`src/rtl/fourbc_pkg.sv`:
```
// Shared state encoding and default widths for the 4-bit counter sequencer.
package fourbc_pkg;

  localparam logic [1:0] ST_IDLE = 2'b00;
  localparam logic [1:0] ST_RUN  = 2'b01;
  localparam logic [1:0] ST_DONE = 2'b10;

  localparam int FOURBC_W      = 4;
  localparam int FOURBC_PASS_W = 4;

  typedef enum logic [1:0] {
    S_IDLE = ST_IDLE,
    S_RUN  = ST_RUN,
    S_DONE = ST_DONE
  } state_e;

endpackage

```
`src/rtl/fourbc_seq_ctrl_sync_count4.sv`:
```
// Synchronous up-counter with clear; clr wins over en, wraps naturally at all-ones.
module sync_count4 #(
  parameter int WIDTH = 4
) (
  input  logic             clk,
  input  logic             reset,
  input  logic             en,
  input  logic             clr,
  output logic [WIDTH-1:0] q
);

  logic [WIDTH-1:0] q_q, q_d;

  always_comb begin
    q_d = q_q;
    if (clr)
      q_d = '0;
    else if (en)
      q_d = q_q + 1'b1;
  end

  always_ff @(posedge clk or posedge reset) begin
    if (reset) q_q <= '0;
    else       q_q <= q_d;
  end

  assign q = q_q;

endmodule

```
`src/rtl/fourbc_seq_ctrl.sv`:
```
// Sequencer sweeping the counter 0..target for a latched number of passes.
//   state  | meaning
//   IDLE   | waiting for start; q held at 0
//   RUN    | counter advancing while pause is low
//   DONE   | one-cycle completion pulse, then back to IDLE
module fourbc_seq_ctrl
  import fourbc_pkg::*;
#(
  parameter int WIDTH  = FOURBC_W,
  parameter int PASS_W = FOURBC_PASS_W
) (
  input  logic              clk,
  input  logic              reset,
  input  logic              start,
  input  logic [WIDTH-1:0]  target,
  input  logic [PASS_W-1:0] passes,
  input  logic              pause,
  input  logic              abort,
  output logic              t_en,
  output logic [WIDTH-1:0]  q,
  output logic [PASS_W-1:0] pass_cnt,
  output logic              busy,
  output logic              done,
  output logic              err
);

  state_e            state_q, state_d;
  logic [WIDTH-1:0]  tgt_q, tgt_d;
  logic [PASS_W-1:0] npass_q, npass_d;
  logic [PASS_W-1:0] pass_cnt_q, pass_cnt_d;
  logic [PASS_W-1:0] pass_inc;
  logic              t_en_q, t_en_d;
  logic              busy_q, busy_d;
  logic              done_q, done_d;
  logic              err_q, err_d;
  logic              cnt_en, cnt_clr;

  assign pass_inc = pass_cnt_q + 1'b1;

  always_comb begin
    state_d    = state_q;
    tgt_d      = tgt_q;
    npass_d    = npass_q;
    pass_cnt_d = pass_cnt_q;
    cnt_en     = 1'b0;
    cnt_clr    = 1'b0;
    err_d      = 1'b0;
    unique case (state_q)
      S_IDLE: begin
        if (!abort && start) begin
          if (target != '0 && passes != '0) begin
            tgt_d      = target;
            npass_d    = passes;
            pass_cnt_d = '0;
            cnt_clr    = 1'b1;
            state_d    = S_RUN;
          end else begin
            err_d = 1'b1;
          end
        end
      end
      S_RUN: begin
        if (abort) begin
          pass_cnt_d = '0;
          cnt_clr    = 1'b1;
          state_d    = S_IDLE;
        end else if (!pause) begin
          // terminal edge restarts the sweep at 0 and books the pass
          if (q == tgt_q) begin
            cnt_clr    = 1'b1;
            pass_cnt_d = pass_inc;
            if (pass_inc == npass_q)
              state_d = S_DONE;
          end else begin
            cnt_en = 1'b1;
          end
        end
      end
      S_DONE: begin
        if (abort)
          pass_cnt_d = '0;
        cnt_clr = 1'b1;
        state_d = S_IDLE;
      end
      default: begin
        cnt_clr = 1'b1;
        state_d = S_IDLE;
      end
    endcase
    t_en_d = (state_d == S_RUN) && !pause;
    busy_d = (state_d != S_IDLE);
    done_d = (state_d == S_DONE);
  end

  always_ff @(posedge clk or posedge reset) begin
    if (reset) begin
      state_q    <= S_IDLE;
      tgt_q      <= '0;
      npass_q    <= '0;
      pass_cnt_q <= '0;
      t_en_q     <= 1'b0;
      busy_q     <= 1'b0;
      done_q     <= 1'b0;
      err_q      <= 1'b0;
    end else begin
      state_q    <= state_d;
      tgt_q      <= tgt_d;
      npass_q    <= npass_d;
      pass_cnt_q <= pass_cnt_d;
      t_en_q     <= t_en_d;
      busy_q     <= busy_d;
      done_q     <= done_d;
      err_q      <= err_d;
    end
  end

  sync_count4 #(.WIDTH(WIDTH)) u_cnt (
    .clk   (clk),
    .reset (reset),
    .en    (cnt_en),
    .clr   (cnt_clr),
    .q     (q)
  );

  assign t_en     = t_en_q;
  assign pass_cnt = pass_cnt_q;
  assign busy     = busy_q;
  assign done     = done_q;
  assign err      = err_q;

endmodule
```
`config.mk`:
```
export PLATFORM = sky130hd
export DESIGN_NAME = fourbc_seq_ctrl
export DESIGN_NICKNAME = d
export VERILOG_FILES = /design/src/rtl/fourbc_pkg.sv /design/src/rtl/fourbc_seq_ctrl_sync_count4.sv /design/src/rtl/fourbc_seq_ctrl.sv
export SDC_FILE = /design/constraint.sdc
export NUM_CORES = 1
export LEC_CHECK = 0
export CORE_AREA = 2 2 53 55
export DETAILED_ROUTE_END_ITERATION = 7
export DIE_AREA = 0 0 55 57
export GPL_TIMING_DRIVEN = 0
export PLACE_DENSITY_LB_ADDON = 0.12
export SLEW_MARGIN = 20
export SYNTH_ARGS = -nofsm -noshare
export SYNTH_HDL_FRONTEND = slang
export SYNTH_SLANG_ARGS = --single-unit
```
`constraint.sdc`:
```
create_clock -name clk -period 2.1 [get_ports clk]
set_input_delay 0.21 -clock clk [delete_from_list [all_inputs] [get_ports clk]]
set_output_delay 0.21 -clock clk [all_outputs]
set_load 0.05 [all_outputs]
```
==> summary.txt <==
Clock tree
  • CTS root buf: clkbuf_4
  • CTS tree: built
  • H-tree depth: 1
  • Worst skew pair latency: 0.30 ns
  • CTS Hold Bufs: 0
  • Clock Sinks: 22
  • Clock Pin Slew Worst Setup and Hold Paths: roughly 0.12 ns
  • CTS max path bufs: 2
  • Num CTS Buffers: 3

Critical path
  • Required time of the worst setup path: ~2.3 ns
  • Register-to-Register Path Depth: 7
  • RR Startpoint: state_q[0]
  • Slowest-stage cell, CP: dfrtp_2
  • Crit. End Element: flip-flop
  • Reg-to-Reg End: pass_cnt[1]
  • Worst Setup Start Kind: flip-flop
  • Crit path DAT: 2.15 ns
  • Cells along the critical path: inv_1 > ha_4 > and3b_2 > nand3_4 > a22o_4 > or3_4 > o21ai_1
  • CP max stage delay: about 0.42 ns
  • CP Class: reg -> reg
  • Crit path max fanout: 7
  • Reg-to-reg setup timing slack: approximately 0.18 ns

Power
  • Logic pwr share: between 40% and 50%
  • Pwr per Cell Area: around 940 nW/um^2
  • Leakage: 0.6787 nW
  • Net switching power: 0.5718 mW
  • Net Sw Frac: between 30% and 40%
  • Sequential power share: 41.2%
  • Int Pwr: a little over 0.9 mW
  • Power share of the clock group: roughly an eighth
  • Worst VDD drop: 0.0005123 V

STA
  • WHS: 0.3421 ns
  • Max-slew violation count: 0
  • Worst Skew: approximately 0.013 ns
  • Fin crit share: between 90% and 100%
  • Post-route minimum period: approximately 1.9 ns
  • Setup violations, final: 0
  • Unrepaired setup endpoints after global routing: false
  • Worst-margin pin slew: roughly 0.81 ns
  • Fin. Hold Viols: 0
  • Worst slew margin: between 40% and 50%
  • Setup ws final: roughly 0.18 ns
  • Setup TNS: 0 ns
  • Fmax: approximately 520 MHz

Min path
  • Worst hold path class: in -> async

Cells and area
  • Synth-to-Final Area Change: 27.37%
  • Ant diodes: 0
  • Final Instance Area: about 1600 um^2
  • Layout cells sized above 1: 19.29%
  • NumNets Final: 160

Floorplan
  • Top Ports: 25
  • Initial Util: 47.37%
  • Die Y: ~57 um
  • Core area: approximately 2600 um^2
  • Die X: roughly 55 um
  • Cell Rows: 19
  • Die ar.: around 3100 um^2

Placement
  • Cell Area, Placed: ~1500 um^2
  • Final Wtd Congestion: just under 0.8
  • Pre-CTS setup slack: -0.02895 ns
  • DP HPWL: 1821 um
  • IO buf count: 24

Flow run
  • Max Cap Viol: 0

Global routing
  • First-pass GRT wire length: just under 4000 um
  • GRT Total Usage: 17.54%
  • Number of global-route vias before repair: between 800 and 900
  • Initial antenna violation count: 0
  • GRT overflow: 0
  • Largest net degree at the start of global routing: 23

Synthesis
  • Seq/Total Area, Yosys: 44.44%
  • Synth async-reset ratio: between 90% and 100%
  • Syn Inst Count: 110
  • Yosys cell types: 35
  • #FFs+latches synth: 22
  • Avg Cell Area, Syn: between 10 and 15 um^2
  • Synth warn: 0
  • Dominant cells by area after synthesis: dfrtp_1 44%, mux2_2 7.3%, ha_1 5.1%
  • Top-count cell post-synth: dfrtp_1
  • Synth Area in XOR/XNOR: under 10%
  • Yosys top cell area share: around 44%
  • Cell Area, Synth: about 1200 um^2
  • Complex-gate fraction of the synthesized area: 11.41%
  • Top_reg_cell synth: dfrtp_1
  • Post-Synth Simple-Gate Area: around a fifth
  • Commonest cells post-synth: 22 x dfrtp_1, 8 x mux2_2, 7 x xor2_1
  • Post-synth EDFFs: 0
  • Synth Area in Adders: around 5.1%
  • Largest family of logic cells by synthesized area: simple AND/OR/NAND/NOR gates
  • Synth Net Count: 128
  • Post-synth top area cell: dfrtp_1
  • Mux contribution to synthesized area: a little over 8%

Routing
  • Total Wirelength: approximately 2400 um
  • Routed vias: between 900 and 1,000
  • Routed length per instance: approximately 14 um
  • 1st-pass router iterations: 4
  • Initial DRC Count: 7
  • Via/cell ratio: roughly 5.3
  • Post-route DRC: 0
  • Post-route ant nets: 0

Status
  • Result of the run: finished, final reports clean
layer usage:
layer / wire length, um / global-route usage [%] / part of all wire [%] / up-vias
li1: - / - / - / 458
met1: 1103 / 24.36 / 46 / 438
met2: 1155 / 27.55 / 49 / 14
met3: 83 / 2.618 / 3.5 / 4
met4: 36 / 6.272 / 1.5 / 0
met5: 0 / 0 / 0 / -
flip-flops by register name, indices dropped and copies added, names as in the netlist:
| name | count |
|---|---|
| busy | 1 |
| done | 1 |
| err | 1 |
| npass_q | 4 |
| pass_cnt | 4 |
| state_q | 2 |
| t_en | 1 |
| tgt_q | 4 |
| u_cnt.q | 4 |
cell families (layout without fill, tap and decap cells):
logic type	after synthesis	after routing
compound gates	21	21
xor+xnor	13	13
fa+ha+maj	5	5
buf+inv	6	36
flops	22	22
mux	9	9
simple gates	34	34
how the worst max path moves through the flow:
stage                    start     endpoint  slack (ns)  cells after the start
detailed placement  state_q[0]  pass_cnt[0]       -0.03                      7
global placement    state_q[0]  pass_cnt[0]       -0.02                      7
floorplan           u_cnt.q[1]  pass_cnt[3]        0.13                      5
CTS                 state_q[1]  pass_cnt[0]        0.03                      7
global route        u_cnt.q[1]         t_en        0.07                      5
finish              state_q[0]  pass_cnt[1]        0.18                      7
cell usage in the layout (no fill, tap or decap), types with 2 or more instances in the layout:
cell type / synthesis / routed
dfrtp_1: 22 / 20
xor2_1: 7 / 7
ha_1: 5 / 4
nand2b_1: 2 / 2
o21ai_1: 5 / 5
buf_4: 0 / 3
nor2_1: 6 / 6
nor3_1: 2 / 2
clkdlybuf4s50_1: 0 / 24
nor2b_1: 3 / 3
dfrtp_2: 0 / 2
or4_4: 2 / 2
nand3_1: 4 / 4
a21oi_1: 3 / 3
nand2_1: 5 / 5
xnor2_1: 6 / 6
clkbuf_4: 0 / 3
inv_1: 6 / 6
mux2_2: 8 / 8
o21ai_0: 5 / 5
critical path: cells and delay by family (launching register included):
kind,cells,cell delay [ns]
adders and majority gates,1,0.19
AOI/OAI and AO/OA,2,0.38
DFF,1,0.42
and+or+nand+nor,3,0.73
buffers and inverters,1,0.13
per-stage QoR:
stage	power [mW]	utilization (%)	cells
6_report	1.490	60.33	171
5_1_grt	1.592	60.33	171
4_1_cts	1.481	59.33	169
3_5_place_dp	1.277	58.04	165
3_3_place_gp	1.253	58.04	165
2_1_floorplan	1.110	-	110
cell type report:
cell class / count / area, um^2
Multi-Input combinational cell: 82 / 678.2
Clock buffer: 3 / 22.52
Tap cell: 31 / 38.79
Inverter: 6 / 22.52
Sequential cell: 22 / 553.0
Timing Repair Buffer: 27 / 262.8
Fill cell: 238 / 1037
repair_timing:
action / in CTS / in global routing
pin swaps: 0 / 1
setup buffers: 1 / 2
resized for setup: 2 / 2
setup endpoints to repair: 3 / 3
power groups by stage:
| stage | logic, mW | clock network (mW) | registers (mW) |
|---|---|---|---|
| global placement | 0.623 | 0 | 0.630 |
| finish | 0.689 | 0.187 | 0.614 |
| detailed placement | 0.644 | 0 | 0.633 |
| CTS | 0.671 | 0.194 | 0.615 |
| global route | 0.743 | 0.218 | 0.631 |
| floorplan | 0.414 | 0 | 0.696 |
Power figures use the tool's default switching activity.
